[src/rtl/bit_serial_addsub.sv]
// Bit-serial adder/subtractor: one full adder plus a carry flip-flop, LSB first.
// Operands load on an accepted start, WL shift steps follow, then a one-cycle done.
// Optional build macro SATURATE_EN clamps the result on signed overflow.
module bit_serial_addsub #(
   parameter int unsigned WL = 8,
   localparam int unsigned CW = $clog2(WL)
) (
   input  logic          clk,
   input  logic          rst,
   input  logic          start,
   input  logic          sub,
   input  logic [WL-1:0] a,
   input  logic [WL-1:0] b,
   output logic          busy,
   output logic          done,
   output logic [WL-1:0] sum,
   output logic          sbit,
   output logic          c_out,
   output logic          ovf
);

   localparam logic [1:0] IDLE  = 2'd0;
   localparam logic [1:0] SHIFT = 2'd1;
   localparam logic [1:0] DONE  = 2'd2;

   logic [1:0]    state_q, state_d;
   logic [WL-1:0] a_sr_q, b_sr_q, r_sr_q;
   logic          carry_q;
   logic [CW-1:0] cnt_q;
   logic [WL-1:0] sum_q;
   logic          c_out_q, ovf_q;

   logic          fa_s, fa_co;
   logic          last_step;
   logic          accept;
   logic [WL-1:0] r_next;
   logic [WL-1:0] final_sum;

   // Full adder on the current LSBs, plus step decode and result selection.
   always_comb begin
      fa_s      = a_sr_q[0] ^ b_sr_q[0] ^ carry_q;
      fa_co     = (a_sr_q[0] & b_sr_q[0]) | (a_sr_q[0] & carry_q) | (b_sr_q[0] & carry_q);
      last_step = (cnt_q == CW'(WL - 1));
      accept    = start && (state_q != SHIFT);
      r_next    = {fa_s, r_sr_q[WL-1:1]};
`ifdef SATURATE_EN
      // On the final step a_sr_q[0] holds the MSB of operand a.
      if (fa_co ^ carry_q) begin
         final_sum = a_sr_q[0] ? {1'b1, {(WL-1){1'b0}}} : {1'b0, {(WL-1){1'b1}}};
      end else begin
         final_sum = r_next;
      end
`else
      final_sum = r_next;
`endif
   end

   // Next-state logic for the IDLE/SHIFT/DONE controller.
   always_comb begin
      state_d = state_q;
      unique case (state_q)
         IDLE:    if (start) state_d = SHIFT;
         SHIFT:   if (last_step) state_d = DONE;
         DONE:    state_d = start ? SHIFT : IDLE;
         default: state_d = IDLE;
      endcase
   end

   // State register.
   always_ff @(posedge clk) begin
      if (rst) begin
         state_q <= IDLE;
      end else begin
         state_q <= state_d;
      end
   end

   // Operand shift registers, carry, counter and result capture.
   always_ff @(posedge clk) begin
      if (rst) begin
         a_sr_q  <= '0;
         b_sr_q  <= '0;
         r_sr_q  <= '0;
         carry_q <= 1'b0;
         cnt_q   <= '0;
         sum_q   <= '0;
         c_out_q <= 1'b0;
         ovf_q   <= 1'b0;
      end else if (state_q == SHIFT) begin
         a_sr_q  <= {1'b0, a_sr_q[WL-1:1]};
         b_sr_q  <= {1'b0, b_sr_q[WL-1:1]};
         r_sr_q  <= r_next;
         carry_q <= fa_co;
         cnt_q   <= cnt_q + CW'(1);
         if (last_step) begin
            sum_q   <= final_sum;
            c_out_q <= fa_co;
            // Carry into the MSB differs from carry out of it.
            ovf_q   <= fa_co ^ carry_q;
         end
      end else if (accept) begin
         a_sr_q  <= a;
         // Subtraction as a + ~b + 1: invert b and seed the carry.
         b_sr_q  <= sub ? ~b : b;
         carry_q <= sub;
         cnt_q   <= '0;
      end
   end

   assign busy  = (state_q == SHIFT);
   assign done  = (state_q == DONE);
   assign sbit  = (state_q == SHIFT) ? fa_s : 1'b0;
   assign sum   = sum_q;
   assign c_out = c_out_q;
   assign ovf   = ovf_q;

endmodule
[config.mk]
export PLATFORM = sky130hd
export DESIGN_NAME = bit_serial_addsub
export DESIGN_NICKNAME = d
export VERILOG_FILES = /design/src/rtl/bit_serial_addsub.sv
export SDC_FILE = /design/constraint.sdc
export NUM_CORES = 1
export LEC_CHECK = 0
export CAP_MARGIN = 20
export CORE_ASPECT_RATIO = 1.4
export CORE_UTILIZATION = 54
export DETAILED_ROUTE_END_ITERATION = 8
export MAX_ROUTING_LAYER = met4
export PLACE_DENSITY = 0.83
export SYNTH_ARGS = -nofsm -noshare
export SYNTH_HDL_FRONTEND = slang
export SYNTH_SLANG_ARGS = --single-unit
[constraint.sdc]
create_clock -name clk -period 2.18 [get_ports clk]
set_clock_uncertainty 0.05 [all_clocks]
set_input_delay 0.436 -clock clk [delete_from_list [all_inputs] [get_ports clk]]
set_output_delay 0.436 -clock clk [all_outputs]
set_load 0.01 [all_outputs]
==> results_dict.tcl, run 1 <==
set metrics [dict create \
    status "complete, no violations" \
    syn_nets 213 \
    synth-seq-cells 39 \
    syn_inst 190 \
    finalSetupViolCount 0 \
    nets 243 \
    routabilityCongestion 0.7982 \
    die_area_um2 3316 \
    synth_top_family_by_area "simple AND/OR/NAND/NOR gates" \
    clkSinkCount 39 \
    power.density_nw_per_um2 706.7 \
    syn_area_um2 1667 \
    finalHoldViolCount 0 \
    layout_common_cells "nand2_1 (41), dfxtp_1 (39), clkdlybuf4s50_1 (31)" \
    final_cell_area_um2 2098 \
    antenna_cells 0 \
    antenna_found_initial 0 \
    post-cts-setup-buffer-count 0 \
    drive_gt1_share_pct 6.787 \
    drv_slew 0 \
    first_iter_violations 39 \
    synth_xor_area_share_pct 4.730 \
    grt_pass1_wl_um 5402 \
    synthMuxAreaShare_pct 5.405 \
    portBuffers 32 \
    place_area_um2 1999 \
    fmaxAchievable_ghz 0.4869 \
    crit_fanout 2 \
    fillers 231 \
    synth-seq-area-share_pct 46.85 \
    syn2layout_area_growth_pct 25.90 \
    die_h_um 67.74 \
    worst_slew_pin_slew_ns 0.4978 \
    fin_crit_ns 2.054 \
    wl_per_cell_um 12.07 \
    rows 23 \
    cts_buffer_depth 2 \
    synth-compound-area-share_pct 17.19 \
    grt_pass1_vias 1282 \
    drt_first_pass_iters 6 \
    drt_drc_violations_left 0 \
    ant_nets 0 \
    clk_latency_ns 0.28 \
    cp-endpoint "sbit" \
    grt_max_degree 30 \
    start_util_pct 57.34 \
    startpoint "a_sr_q[0]" \
    viasPerCell 5.252 \
    rsz0062_at_grt "no" \
    cellLeakagePower_nw 0.8018 \
    clock-root-buffer "clkbuf_8" \
    cts_tree "yes" \
    overflow 0 \
    cp-end-kind "output pin" \
    yosys.area_share.simple_pct 17.27 \
    critPathArrivalTime_ns 1.57 \
    path_clk_slew_ns 0.07 \
    hold_class "reg2reg" \
    reg2reg_depth 5 \
    min_period_over_period_pct 94.21 \
    reg2reg_to "ovf" \
    avgSynthCellArea_um2 8.772 \
    synthAdderAreaFrac_pct 2.703 \
    cts_max_level 2 \
    routed_wl_um 3114 \
    reg2reg_slack_ns 0.65 \
    num_vias 1355 \
    cp.required_ns 1.69 \
    grt_usage_pct 22.02 \
    ys_types 25 \
    final_common_cell "nand2_1" \
    cp-start-kind "flop" \
    ys_warn_count 0 \
    post_cts_resized 1 \
    die_x_um 48.95 \
    tns_ns 0 \
    cts_buffers 5 \
    whs_ns 0.4078 \
    core_area_um2 2907 \
    ir_worst_vdd_v 0.0006164 \
    io_pins 33 \
    slew_headroom_pct 66.71 \
    power_w 0.001483 \
    r2r_start "cnt_q[0]" \
    place_hpwl_um 2307 \
    maxCapViolations 0 \
    cts.hold.buffers_added 0 \
    critical_path_class "reg2out" \
]
registers in the layout, summed over array words and instances (netlist names):
register and flops:
ovf 1, r_sr_q 7, b_sr_q 8, carry_q 1, a_sr_q 8, cnt_q 3, state_q 2, c_out 1
sum 8
area by class of cell:
type	instances	area [um^2]	area share [%]
Inverter	3	13.76	0.6559
Timing Repair Buffer	37	369.1	17.59
Multi-Input combinational cell	134	788.3	37.57
Clock buffer	8	100.1	4.770
Sequential cell	39	780.7	37.21
Tap cell	37	46.29	2.206
critical path: stages, from the launching register on:
cell and delay (ns):
dfxtp_1 0.33, fa_1 0.56, nand2_1 0.08, inv_1 0.06, dlygate4sd2_1 0.26
through the flow:
stage | worst slack, ns | utilization [%] | instances
detailed placement | 0.1517 | 68.79 | 250
global placement | 0.1877 | 68.79 | 250
global route | 0.02716 | 72.19 | 258
floorplan | 0.6992 | - | 190
CTS | 0.1051 | 72.19 | 258
finish | 0.1263 | 72.19 | 258
logic make-up (layout without fill, tap and decap cells):
logic type                 count (synthesis)  in the layout
and+or+nand+nor                           69             69
AOI/OAI and AO/OA                         44             44
DFF                                       39             39
buffers and inverters                     17             48
xor gates and xnor gates                   9              9
muxes                                      9              9
adders and majority gates                  3              3
power by group:
group	switching (W)	total (W)	internal [W]
Sequential	0.0000212	0.000768	0.000747
Combinational	0.0000961	0.000199	0.000103
Clock	0.000227	0.000516	0.000288
synth_stat cells:
| cell | n | area [um^2] |
|---|---|---|
| nand2_1 | 41 | 153.9 |
| dfxtp_1 | 39 | 780.8 |
| a21oi_1 | 25 | 125.1 |
| nor2_1 | 19 | 71.32 |
| a211oi_1 | 9 | 67.56 |
| mux2i_1 | 9 | 90.09 |
| xnor2_1 | 9 | 78.83 |
| a211o_1 | 7 | 61.31 |
| buf_2 | 7 | 35.03 |
| nand3b_1 | 4 | 30.03 |
| buf_1 | 2 | 7.510 |
| buf_4 | 2 | 15.01 |
| buf_6 | 2 | 22.52 |
| ha_1 | 2 | 25.02 |
| inv_1 | 2 | 7.510 |
| nand2b_1 | 2 | 12.51 |
| a2111oi_2 | 1 | 15.01 |
| a21oi_2 | 1 | 8.760 |
| a2bb2oi_1 | 1 | 8.760 |
| and3b_1 | 1 | 8.760 |
| clkbuf_1 | 1 | 3.750 |
| fa_1 | 1 | 20.02 |
| inv_4 | 1 | 6.260 |
| nor2b_1 | 1 | 6.260 |
| nor3_1 | 1 | 5.000 |
metal layers:
metal / part of all wire, % / vias up / track usage, %
met1: 42 / 618 / 23.64
met5: 0 / - / -
li1: - / 701 / -
met4: 1.6 / 0 / 8.824
met2: 53 / 30 / 39.58
met3: 3.2 / 6 / 4.730
worst min-delay path by stage:
stage	from	endpoint	cells after the start
final	sum[5]	sum[5]	2
after global routing	sum[7]	sum[7]	2
after CTS	sum[5]	sum[5]	2
after detailed placement	sum[5]	sum[5]	2
after global placement	r_sr_q[1]	sum[0]	2
after floorplan	r_sr_q[1]	sum[0]	2
Power figures use the tool's default switching activity.
==> run 2: changes to the inputs <==
--- a/config.mk
+++ b/config.mk
@@ -9,6 +9,7 @@
 export CORE_ASPECT_RATIO = 1.4
 export CORE_UTILIZATION = 54
 export DETAILED_ROUTE_END_ITERATION = 8
+export HOLD_SLACK_MARGIN = 0.15
 export MAX_ROUTING_LAYER = met4
 export PLACE_DENSITY = 0.83
 export SYNTH_ARGS = -nofsm -noshare
==> results of run 2 <==
The final DEF is identical to that of run 1; final timing and power are the same.
